--- src/rtl/change_dispenser_if.sv ---
// Credit-in / coin-out handshake bundle between the credit path, the dispenser and the hopper.
// The master side drives START/CREDIT/COIN_ACK; the dispenser takes the slave side.
interface change_dispenser_if #(
  parameter int CREDIT_W = 4
);
  logic                START;
  logic [CREDIT_W-1:0] CREDIT;
  logic [1:0]          COIN_OUT;
  logic                COIN_VALID;
  logic                COIN_ACK;
  logic [CREDIT_W-1:0] REMAIN;
  logic                BUSY;
  logic                DONE;

  modport master (
    output START, CREDIT, COIN_ACK,
    input  COIN_OUT, COIN_VALID, REMAIN, BUSY, DONE
  );

  modport slave (
    input  START, CREDIT, COIN_ACK,
    output COIN_OUT, COIN_VALID, REMAIN, BUSY, DONE
  );
endinterface

--- src/rtl/change_dispenser.sv ---
// Pays out captured credit as quarters/dimes/nickels, one coin per COIN_VALID/COIN_ACK handshake.
// START to first coin: 1 cycle; last ACK to DONE: 1 cycle; a coin is held until the hopper acks it.
module change_dispenser #(
  parameter int CREDIT_W   = 4,
  parameter int MAX_CREDIT = 12,
  parameter int GAP_CYCLES = 2
) (
  input  logic                CLK,
  input  logic                RST,
  change_dispenser_if.slave   bus
);

  typedef enum logic [1:0] {
    S_IDLE    = 2'd0,
    S_PRESENT = 2'd1,
    S_GAP     = 2'd2,
    S_FINISH  = 2'd3
  } state_t;

  localparam logic [3:0] GAP_LOAD = (GAP_CYCLES > 0) ? 4'(GAP_CYCLES - 1) : 4'd0;

  state_t              state_q, state_d;
  logic [CREDIT_W-1:0] remain_q, remain_d;
  logic [3:0]          gap_q, gap_d;
  logic                busy_q, busy_d;
  logic                done_q, done_d;
  logic [1:0]          coin_sel;
  logic [CREDIT_W-1:0] coin_units;
  logic [CREDIT_W-1:0] credit_sat;

  // Greedy pick: quarter = 5 units, dime = 2, nickel = 1; never exceeds remain_q when remain_q > 0.
  always_comb begin
    coin_sel   = 2'b01;
    coin_units = CREDIT_W'(1);
    if (remain_q >= CREDIT_W'(5)) begin
      coin_sel   = 2'b11;
      coin_units = CREDIT_W'(5);
    end else if (remain_q >= CREDIT_W'(2)) begin
      coin_sel   = 2'b10;
      coin_units = CREDIT_W'(2);
    end
    credit_sat = (bus.CREDIT > CREDIT_W'(MAX_CREDIT)) ? CREDIT_W'(MAX_CREDIT) : bus.CREDIT;
  end

  always_ff @(posedge CLK or posedge RST) begin
    if (RST) begin
      state_q  <= S_IDLE;
      remain_q <= '0;
      gap_q    <= '0;
      busy_q   <= 1'b0;
      done_q   <= 1'b0;
    end else begin
      state_q  <= state_d;
      remain_q <= remain_d;
      gap_q    <= gap_d;
      busy_q   <= busy_d;
      done_q   <= done_d;
    end
  end

  always_comb begin
    state_d  = state_q;
    remain_d = remain_q;
    gap_d    = gap_q;
    case (state_q)
      S_IDLE: begin
        if (bus.START) begin
          remain_d = credit_sat;
          state_d  = (credit_sat == '0) ? S_FINISH : S_PRESENT;
        end
      end
      S_PRESENT: begin
        if (bus.COIN_ACK) begin
          remain_d = remain_q - coin_units;
          if (remain_d == '0) begin
            state_d = S_FINISH;
          end else if (GAP_CYCLES > 0) begin
            state_d = S_GAP;
            gap_d   = GAP_LOAD;
          end
        end
      end
      S_GAP: begin
        if (gap_q == 4'd0) state_d = S_PRESENT;
        else               gap_d   = gap_q - 4'd1;
      end
      S_FINISH: begin
        state_d  = S_IDLE;
        remain_d = '0;
      end
      default: state_d = S_IDLE;
    endcase
    busy_d = (state_d != S_IDLE);
    done_d = (state_d == S_FINISH);
  end

  // Coin outputs decode straight from registered state so they only move at the clock edge.
  always_comb begin
    bus.COIN_VALID = (state_q == S_PRESENT);
    bus.COIN_OUT   = (state_q == S_PRESENT) ? coin_sel : 2'b00;
    bus.REMAIN     = remain_q;
    bus.BUSY       = busy_q;
    bus.DONE       = done_q;
  end

endmodule

--- src/flat_wrapper.sv ---
// flat-port wrapper written by rule: the top's interface ports become plain ports
module change_dispenser_flat 
#(
  parameter int CREDIT_W   = 4,
  parameter int MAX_CREDIT = 12,
  parameter int GAP_CYCLES = 2
)
  (CLK, RST, bus_START, bus_CREDIT, bus_COIN_ACK, bus_COIN_OUT, bus_COIN_VALID, bus_REMAIN, bus_BUSY, bus_DONE);
  change_dispenser_if #(.CREDIT_W(CREDIT_W)) bus_i ();
  input  logic CLK;
  input  logic RST;
  input wire logic [$bits(bus_i.START)-1:0] bus_START;
  input wire logic [$bits(bus_i.CREDIT)-1:0] bus_CREDIT;
  input wire logic [$bits(bus_i.COIN_ACK)-1:0] bus_COIN_ACK;
  output wire logic [$bits(bus_i.COIN_OUT)-1:0] bus_COIN_OUT;
  output wire logic [$bits(bus_i.COIN_VALID)-1:0] bus_COIN_VALID;
  output wire logic [$bits(bus_i.REMAIN)-1:0] bus_REMAIN;
  output wire logic [$bits(bus_i.BUSY)-1:0] bus_BUSY;
  output wire logic [$bits(bus_i.DONE)-1:0] bus_DONE;
  assign bus_i.START = bus_START;
  assign bus_i.CREDIT = bus_CREDIT;
  assign bus_i.COIN_ACK = bus_COIN_ACK;
  assign bus_COIN_OUT = bus_i.COIN_OUT;
  assign bus_COIN_VALID = bus_i.COIN_VALID;
  assign bus_REMAIN = bus_i.REMAIN;
  assign bus_BUSY = bus_i.BUSY;
  assign bus_DONE = bus_i.DONE;
  change_dispenser #(.CREDIT_W(CREDIT_W), .MAX_CREDIT(MAX_CREDIT), .GAP_CYCLES(GAP_CYCLES)) u_core (.CLK(CLK), .RST(RST), .bus(bus_i));
endmodule
--- config.mk ---
export PLATFORM = sky130hd
export DESIGN_NAME = change_dispenser_flat
export DESIGN_NICKNAME = d
export VERILOG_FILES = /design/src/rtl/change_dispenser_if.sv /design/src/rtl/change_dispenser.sv /design/src/flat_wrapper.sv
export SDC_FILE = /design/constraint.sdc
export NUM_CORES = 1
export LEC_CHECK = 0
export ABC_AREA = 1
export BUFFER_PORTS_ARGS = -buffer_cell sky130_fd_sc_hd__buf_2
export CORE_MARGIN = 1
export CORE_UTILIZATION = 57
export CTS_BUF_LIST = sky130_fd_sc_hd__clkbuf_8 sky130_fd_sc_hd__clkbuf_16
export DETAILED_ROUTE_END_ITERATION = 12
export GPL_TIMING_DRIVEN = 0
export PLACE_DENSITY = 0.82
export SYNTH_ARGS = -nofsm -noshare
export SYNTH_HDL_FRONTEND = slang
export SYNTH_SLANG_ARGS = --single-unit
export TNS_END_PERCENT = 10
--- constraint.sdc ---
create_clock -name CLK -period 3.5 [get_ports CLK]
set_input_delay 0.175 -clock CLK [delete_from_list [all_inputs] [get_ports CLK]]
set_output_delay 0.175 -clock CLK [all_outputs]
set_load 0.005 [all_outputs]
==> out/qor.txt, run 1 <==
Sink Count: 12
Primary FF master, synth: dfrtp_1
Longest Clk Path Bufs: 2
Slew Limit Fails: 0
Int Power: 0.0005828 W
Worst R2R Setup Slack: 1.06 ns
Met1 GRT Util: 30.69%
Number of global-route vias before repair: 705
Via count: 828
Drt total wl: 1.800 mm
Flop pwr share: 23.8%
Gpl congestion: 0.8802
Row Count: 13
Crit path DAT: 2.62 ns
Peak VDD IR: 657.8 uV
Crit-path max FO: 5
Tot Pwr: 0.001139 W
Largest net degree at the start of global routing: 13
Root Buffer: clkbuf_8
DRC errors left: 0
Power Dens Cells: 1125 nW/um^2
Final hold vios: 0
Dpl cells: 149
Crit path launch: u_core.bus.REMAIN[2]$_DFFE_PP0P_
Num CTS Buffers: 3
Max frequency: 410.6 MHz
Reg2Reg Capture Point: u_core.bus.DONE$_DFF_PP0_
Final worst path period share: 69.58%
Clk_skew: 0.0006331 ns
RSZ-0062 raised after global routing: false
Post-Syn Area: 848.3 sq um
Fraction of layout cells with a size suffix above 1: 23.02%
Global-route wire length before repair: 2.746 mm
Synthesized area per cell: 7.189 sq um
I/O pin total: 17
Status: finished, final reports clean
# fillers: 114
Netlist cell types: 21
Crit path depth: 13
Switch Pwr: 0.0005563 W
Minimum clock period: 2.435 ns
Setup bufs post-CTS: 0
Clk Latency, worst-skew pair: 0.25 ns
P&R area growth vs syn: 19.32%
CP startpoint kind: flop
Tot GR Track Use: 26.10%
Wire length per cell: 11.69 um
Post-DRT Antenna Nets: 0
Met2 usage: 43.65%
Area contributors post-synth: dfrtp_1, nand2_1, inv_1
Antenna diode count: 0
Endpoints failing setup: 0
Synth Register Bits: 12
CORE AREA: 1350 sq um
FF/Latch Area: 300.3 sq um
CP Capture Type: flop
Initial cell density of the core: 62.84%
Post-Syn Nets: 132
GRT Residual Overflow: 0
Die width: 40.58 um
Slowest-stage cell, CP: fa_1
H-tree levels: 1
Met3 Track Usage GR: 6.667%
Leading area contributor after synthesis: dfrtp_1
Critical path, cell by cell: nor2_1 -> a31o_2 -> nand2_1 -> ha_1 -> inv_1 -> fa_1 -> nor2_1 -> nand2_2 -> nor2_2 -> nand3_2 -> nand3_1 -> nand2_2 -> nor2_2
Sw Share: 48.83%
Via density: 5.377
Final HPWL DP: 1.418 mm
Critical path class: reg -> reg
Total iterations of the first detailed-routing run: 4
Top-count cell post-synth: nand2_1
Setup_tns: 0 ns
Worst endpoint required time: 3.68 ns
Die area: 1647 sq um
Multi-input logic area: 476.7 sq um
Post-synth ARST share: 100.0%
End of the critical path: u_core.bus.DONE$_DFF_PP0_
Synth Instances: 118
Max_cap viols: 0
EDFF count, synth: 0
Yosys top cell area share: 35.40%
Reported leakage power: 0.5663 nW
Commonest cells post-synth: nand2_1, inv_1, nor2_1
Die H: 40.58 um
Gr busiest metal: met2
Critical Path Max Stage Delay: 0.45 ns
Reg2Reg Depth: 13
CTS tree: yes
Worst Tran Pin Value: 0.4570 ns
Fin cells: 154
Crit path buf inv count: 1
R2r startpoint: u_core.bus.REMAIN[2]$_DFFE_PP0P_
Initial DRC count: 14
Clock power frac: 13.5%
Port bufs: 16
Warnings, synthesis: 0
Slew margin rel.: 69.50%
Nets: 154
CP top delay family: simple AND/OR/NAND/NOR gates
Comb pwr share: 62.7%
Clock transition at the registers of the reported paths: 0.05 ns
Hold WC Path Type: in -> reg
Initial antenna violation count: 0
Seq/Total Area, Yosys: 35.40%
==> tightest hold or removal path: cells and delay by family <==
family / cells / cell delay [ns]
AOI/OAI and AO/OA: 2 / 0.18
buffers and inverters: 1 / 0.08
==> cell type report <==
| class | instances | share of cell area (%) |
|---|---|---|
| Multi-Input combinational cell | 87 | 47.10 |
| Sequential cell | 12 | 29.67 |
| Timing Repair Buffer | 17 | 8.900 |
| Inverter | 19 | 7.046 |
| Clock buffer | 4 | 5.439 |
| Tap cell | 15 | 1.854 |
==> power by group through the flow <==
| stage | sequential, W | combinational [W] | clock, W |
|---|---|---|---|
| after floorplan | 0.000266 | 0.000536 | 0 |
| after global placement | 0.000269 | 0.000679 | 0 |
| after detailed placement | 0.000274 | 0.000702 | 0 |
| after CTS | 0.000272 | 0.000714 | 0.000155 |
| after global routing | 0.000282 | 0.000817 | 0.000160 |
| final | 0.000271 | 0.000714 | 0.000154 |
==> sequential cells by signal, indices dropped and copies added, names as in the netlist <==
signal,cells
u_core.bus.BUSY,1
u_core.gap_q,4
u_core.state_q,2
u_core.bus.REMAIN,4
u_core.bus.DONE,1
==> worst min path at each step <==
stage             startpoint                               end  depth (start not counted)
2_1_floorplan            RST         u_core.bus.BUSY$_DFF_PP0_                          1
3_3_place_gp             RST       u_core.gap_q[0]$_DFFE_PP0P_                          2
3_5_place_dp             RST         u_core.bus.BUSY$_DFF_PP0_                          2
4_1_cts        bus_CREDIT[3]  u_core.bus.REMAIN[3]$_DFFE_PP0P_                          3
5_1_grt        bus_CREDIT[1]  u_core.bus.REMAIN[1]$_DFFE_PP0P_                          3
6_report       bus_CREDIT[3]  u_core.bus.REMAIN[3]$_DFFE_PP0P_                          3
==> metrics by stage <==
stage	utilization [%]	hold slack [ns]	worst slack (ns)	area [sq um]
5_1_grt	74.98	0.2658	0.8679	1012
6_report	74.98	0.2364	1.065	1012
4_1_cts	74.98	0.2311	1.063	1012
2_1_floorplan	-	0.03970	1.312	848.3
3_3_place_gp	70.16	0.1944	1.168	947.2
3_5_place_dp	70.16	0.2020	1.096	947.2
==> routing by layer <==
metal,share of wire [%],vias to the layer above
li1,-,418
met1,44,382
met2,48,23
met3,5.5,5
met4,1.8,0
met5,0,-
==> cells in the final DEF (no fill, tap or decap) <==
cell and n:
clkbuf_8 4, xnor2_1 1, nand2_1 33, or2_2 1
nand4_1 4, nor2_1 14, a21oi_1 5, a22oi_1 1
fa_1 1, dfrtp_1 12, ha_1 5, a31o_2 1
buf_2 16, nand2_2 2, nor2_2 3, and3_1 1
dlygate4sd3_1 1, a31oi_1 1, nand3_1 7, o21ai_0 3
inv_2 1, inv_1 18, nand3_2 2, nor2_4 2
==> timing repair <==
action | CTS | global route
endpoints found under the hold margin | 12 | 0
gates resized for setup | 0 | 0
hold buffers | 1 | 0
==> logic make-up (layout without fill, tap and decap cells) <==
logic type | after synthesis | after routing | synth area share [%]
flip-flops | 12 | 12 | 35.40
XOR/XNOR | 1 | 1 | 1.033
AO/OA/AOI/OAI | 11 | 11 | 7.375
AND/OR/NAND/NOR | 69 | 69 | 38.05
buffers and inverters | 19 | 40 | 8.406
adder cells (fa/ha/maj) | 6 | 6 | 9.735
Note: power is estimated with default switching activity, not from simulation.
==> inputs of run 2 (changes only) <==
--- a/config.mk
+++ b/config.mk
@@ -7,12 +7,13 @@
 export LEC_CHECK = 0
 export ABC_AREA = 1
 export BUFFER_PORTS_ARGS = -buffer_cell sky130_fd_sc_hd__buf_2
+export CORE_ASPECT_RATIO = 1.25
 export CORE_MARGIN = 1
-export CORE_UTILIZATION = 57
+export CORE_UTILIZATION = 47
 export CTS_BUF_LIST = sky130_fd_sc_hd__clkbuf_8 sky130_fd_sc_hd__clkbuf_16
 export DETAILED_ROUTE_END_ITERATION = 12
 export GPL_TIMING_DRIVEN = 0
-export PLACE_DENSITY = 0.82
+export PLACE_DENSITY = 0.73
 export SYNTH_ARGS = -nofsm -noshare
 export SYNTH_HDL_FRONTEND = slang
 export SYNTH_SLANG_ARGS = --single-unit
==> constraint.sdc (replaced) <==
create_clock -name CLK -period 2 [get_ports CLK]
set_input_delay 0.1 -clock CLK [delete_from_list [all_inputs] [get_ports CLK]]
set_output_delay 0.1 -clock CLK [all_outputs]
set_load 0.005 [all_outputs]
==> run 2 against run 1 <==
  * The flow now finishes with violations (setup timing)
  * Setup slack got worse by 1.2 ns
  * Cell count rose by 5.8%
  * Register-to-register slack got worse by 1.2 ns
  * Worst hold slack got worse by 0.10 ns
  * Final area rose by 11%
  * Sequential cell count did not move
  * Fmax rose by 12%
  * Global-route usage fell by 2.9 points
  * Clock skew rose by 0.0079 ns
  * Utilization fell by 5.4 points
  * Clock power rose by 76%
  * Critical path type unchanged
==> out/qor.txt, run 2 (synthesis results as in run 1) <==
Status: finished with violations
Failing checks: setup timing
Clock transition at the registers of the reported paths: 0.06 ns
Via count: 838
Most frequent cells in the layout: nand2_1, buf_2, inv_1
DRC errors left: 0
Dpl cells: 152
Fin cells: 163
H-tree levels: 1
Final worst slack: -0.1746 ns
Initial antenna violation count: 0
Max frequency: 459.9 MHz
Minimum clock period: 2.175 ns
Nets: 160
Hold_ws: 0.1363 ns
Fraction of layout cells with a size suffix above 1: 33.79%
GRT Residual Overflow: 0
Reported leakage power: 0.6039 nW
P&R area growth vs syn: 33.04%
Slew margin rel.: 67.11%
Power Dens Cells: 2064 nW/um^2
CP Capture Type: flop
Initial cell density of the core: 52.31%
Max_cap viols: 0
Setup_tns: -1.116 ns
Die width: 40 um
Total iterations of the first detailed-routing run: 7
Slew Limit Fails: 0
CORE AREA: 1622 sq um
Antenna diode count: 0
Tot GR Track Use: 23.19%
Global-route wire length before repair: 3.132 mm
Num CTS Buffers: 3
Critical Path Max Stage Delay: 0.49 ns
Root Buffer: clkbuf_8
Final HPWL DP: 1.392 mm
Endpoints failing setup: 7
Clk_skew: 0.008503 ns
Crit-path max FO: 5
Initial DRC count: 32
I/O pin total: 17
RSZ-0062 raised after global routing: true
Gpl congestion: 0.8418
Post-DRT Antenna Nets: 0
Drt total wl: 2.045 mm
CP startpoint kind: flop
Die area: 1980 sq um
Critical path class: reg -> reg
Worst endpoint required time: 2.18 ns
Port bufs: 16
Clk Latency, worst-skew pair: 0.25 ns
Worst Tran Pin Value: 0.4928 ns
Tot Pwr: 0.002329 W
Sink Count: 12
Critical path, cell by cell: inv_2 -> a31o_4 -> nand2_4 -> ha_4 -> inv_2 -> fa_1 -> nor2_1 -> nand2_2 -> nor2_4 -> nand3_4 -> nand3_2 -> nand2_2 -> nor2_2
CTS tree: yes
Number of global-route vias before repair: 790
Die H: 49.50 um
Final worst path period share: 108.7%
Longest Clk Path Bufs: 2
Final hold vios: 0
Row Count: 16
Most common cell after layout, fill and taps aside: nand2_1
Slowest-stage cell, CP: fa_1
Via density: 5.141
Hold WC Path Type: in -> reg
Largest net degree at the start of global routing: 13
Wire length per cell: 12.55 um
Peak VDD IR: 979.7 uV
Crit path DAT: 2.36 ns
Post-Place Setup Slack: -0.2623 ns
## run 2: per-layer routing
layer	up-vias	part of all wire, %	GRT usage (%)
li1	428	-	-
met1	389	39	22.78
met2	21	58	43.55
met3	0	2.5	4.054
met4	0	0	8.621
met5	-	0	0
## run 2: metrics by stage
stage | area, sq um | utilization [%]
after global routing | 1129 | 69.60
after detailed placement | 962.2 | 59.34
after CTS | 1094 | 67.44
after global placement | 962.2 | 59.34
after floorplan | 859.6 | -
final | 1129 | 69.60
## run 2: timing repair
| action | CTS | global route |
|---|---|---|
| setup endpoints to repair | 7 | 8 |
| resized for setup | 8 | 5 |
| hold endpoints to repair | 12 | 0 |
| setup buffers | 5 | 1 |
| pin swaps | 5 | 4 |
| gates cloned | 0 | 0 |
| hold buffers | 1 | 0 |
## run 2: power breakdown
part           leakage [nW]  switching (W)  internal, W
Clock                0.0288      0.0000970     0.000174
Sequential            0.149      0.0000995     0.000366
Combinational         0.426       0.000939     0.000654
## run 2: final timing paths
path	startpoint	end	slack (ns)	cells past startpoint
setup / recovery	u_core.bus.REMAIN[3]$_DFFE_PP0P_	u_core.bus.DONE$_DFF_PP0_	-0.17	13
hold / removal	bus_CREDIT[1]	u_core.bus.REMAIN[1]$_DFFE_PP0P_	0.14	3
setup reg to reg	u_core.bus.REMAIN[3]$_DFFE_PP0P_	u_core.bus.DONE$_DFF_PP0_	-0.17	13
hold reg to reg	u_core.gap_q[0]$_DFFE_PP0P_	u_core.gap_q[0]$_DFFE_PP0P_	0.50	2
max in group asynchronous	RST	u_core.bus.REMAIN[1]$_DFFE_PP0P_	1.22	3
min in group asynchronous	RST	u_core.bus.DONE$_DFF_PP0_	0.42	3
## run 2: layout make-up
cell class	instances	area, sq um
Timing Repair Buffer	23	135.1
Clock buffer	4	55.05
Tap cell	18	22.52
Inverter	19	71.32
Fill cell	143	493.0
Sequential cell	12	301.5
Multi-Input combinational cell	87	543.0
## run 2: critical path: cells and delay by family, from the launching register on
kind	cells	cell delay (ns)
AND/OR/NAND/NOR	8	0.74
adder cells (fa/ha/maj)	2	0.61
flip-flops	1	0.42
AO/OA/AOI/OAI	1	0.24
buffers and inverters	2	0.11
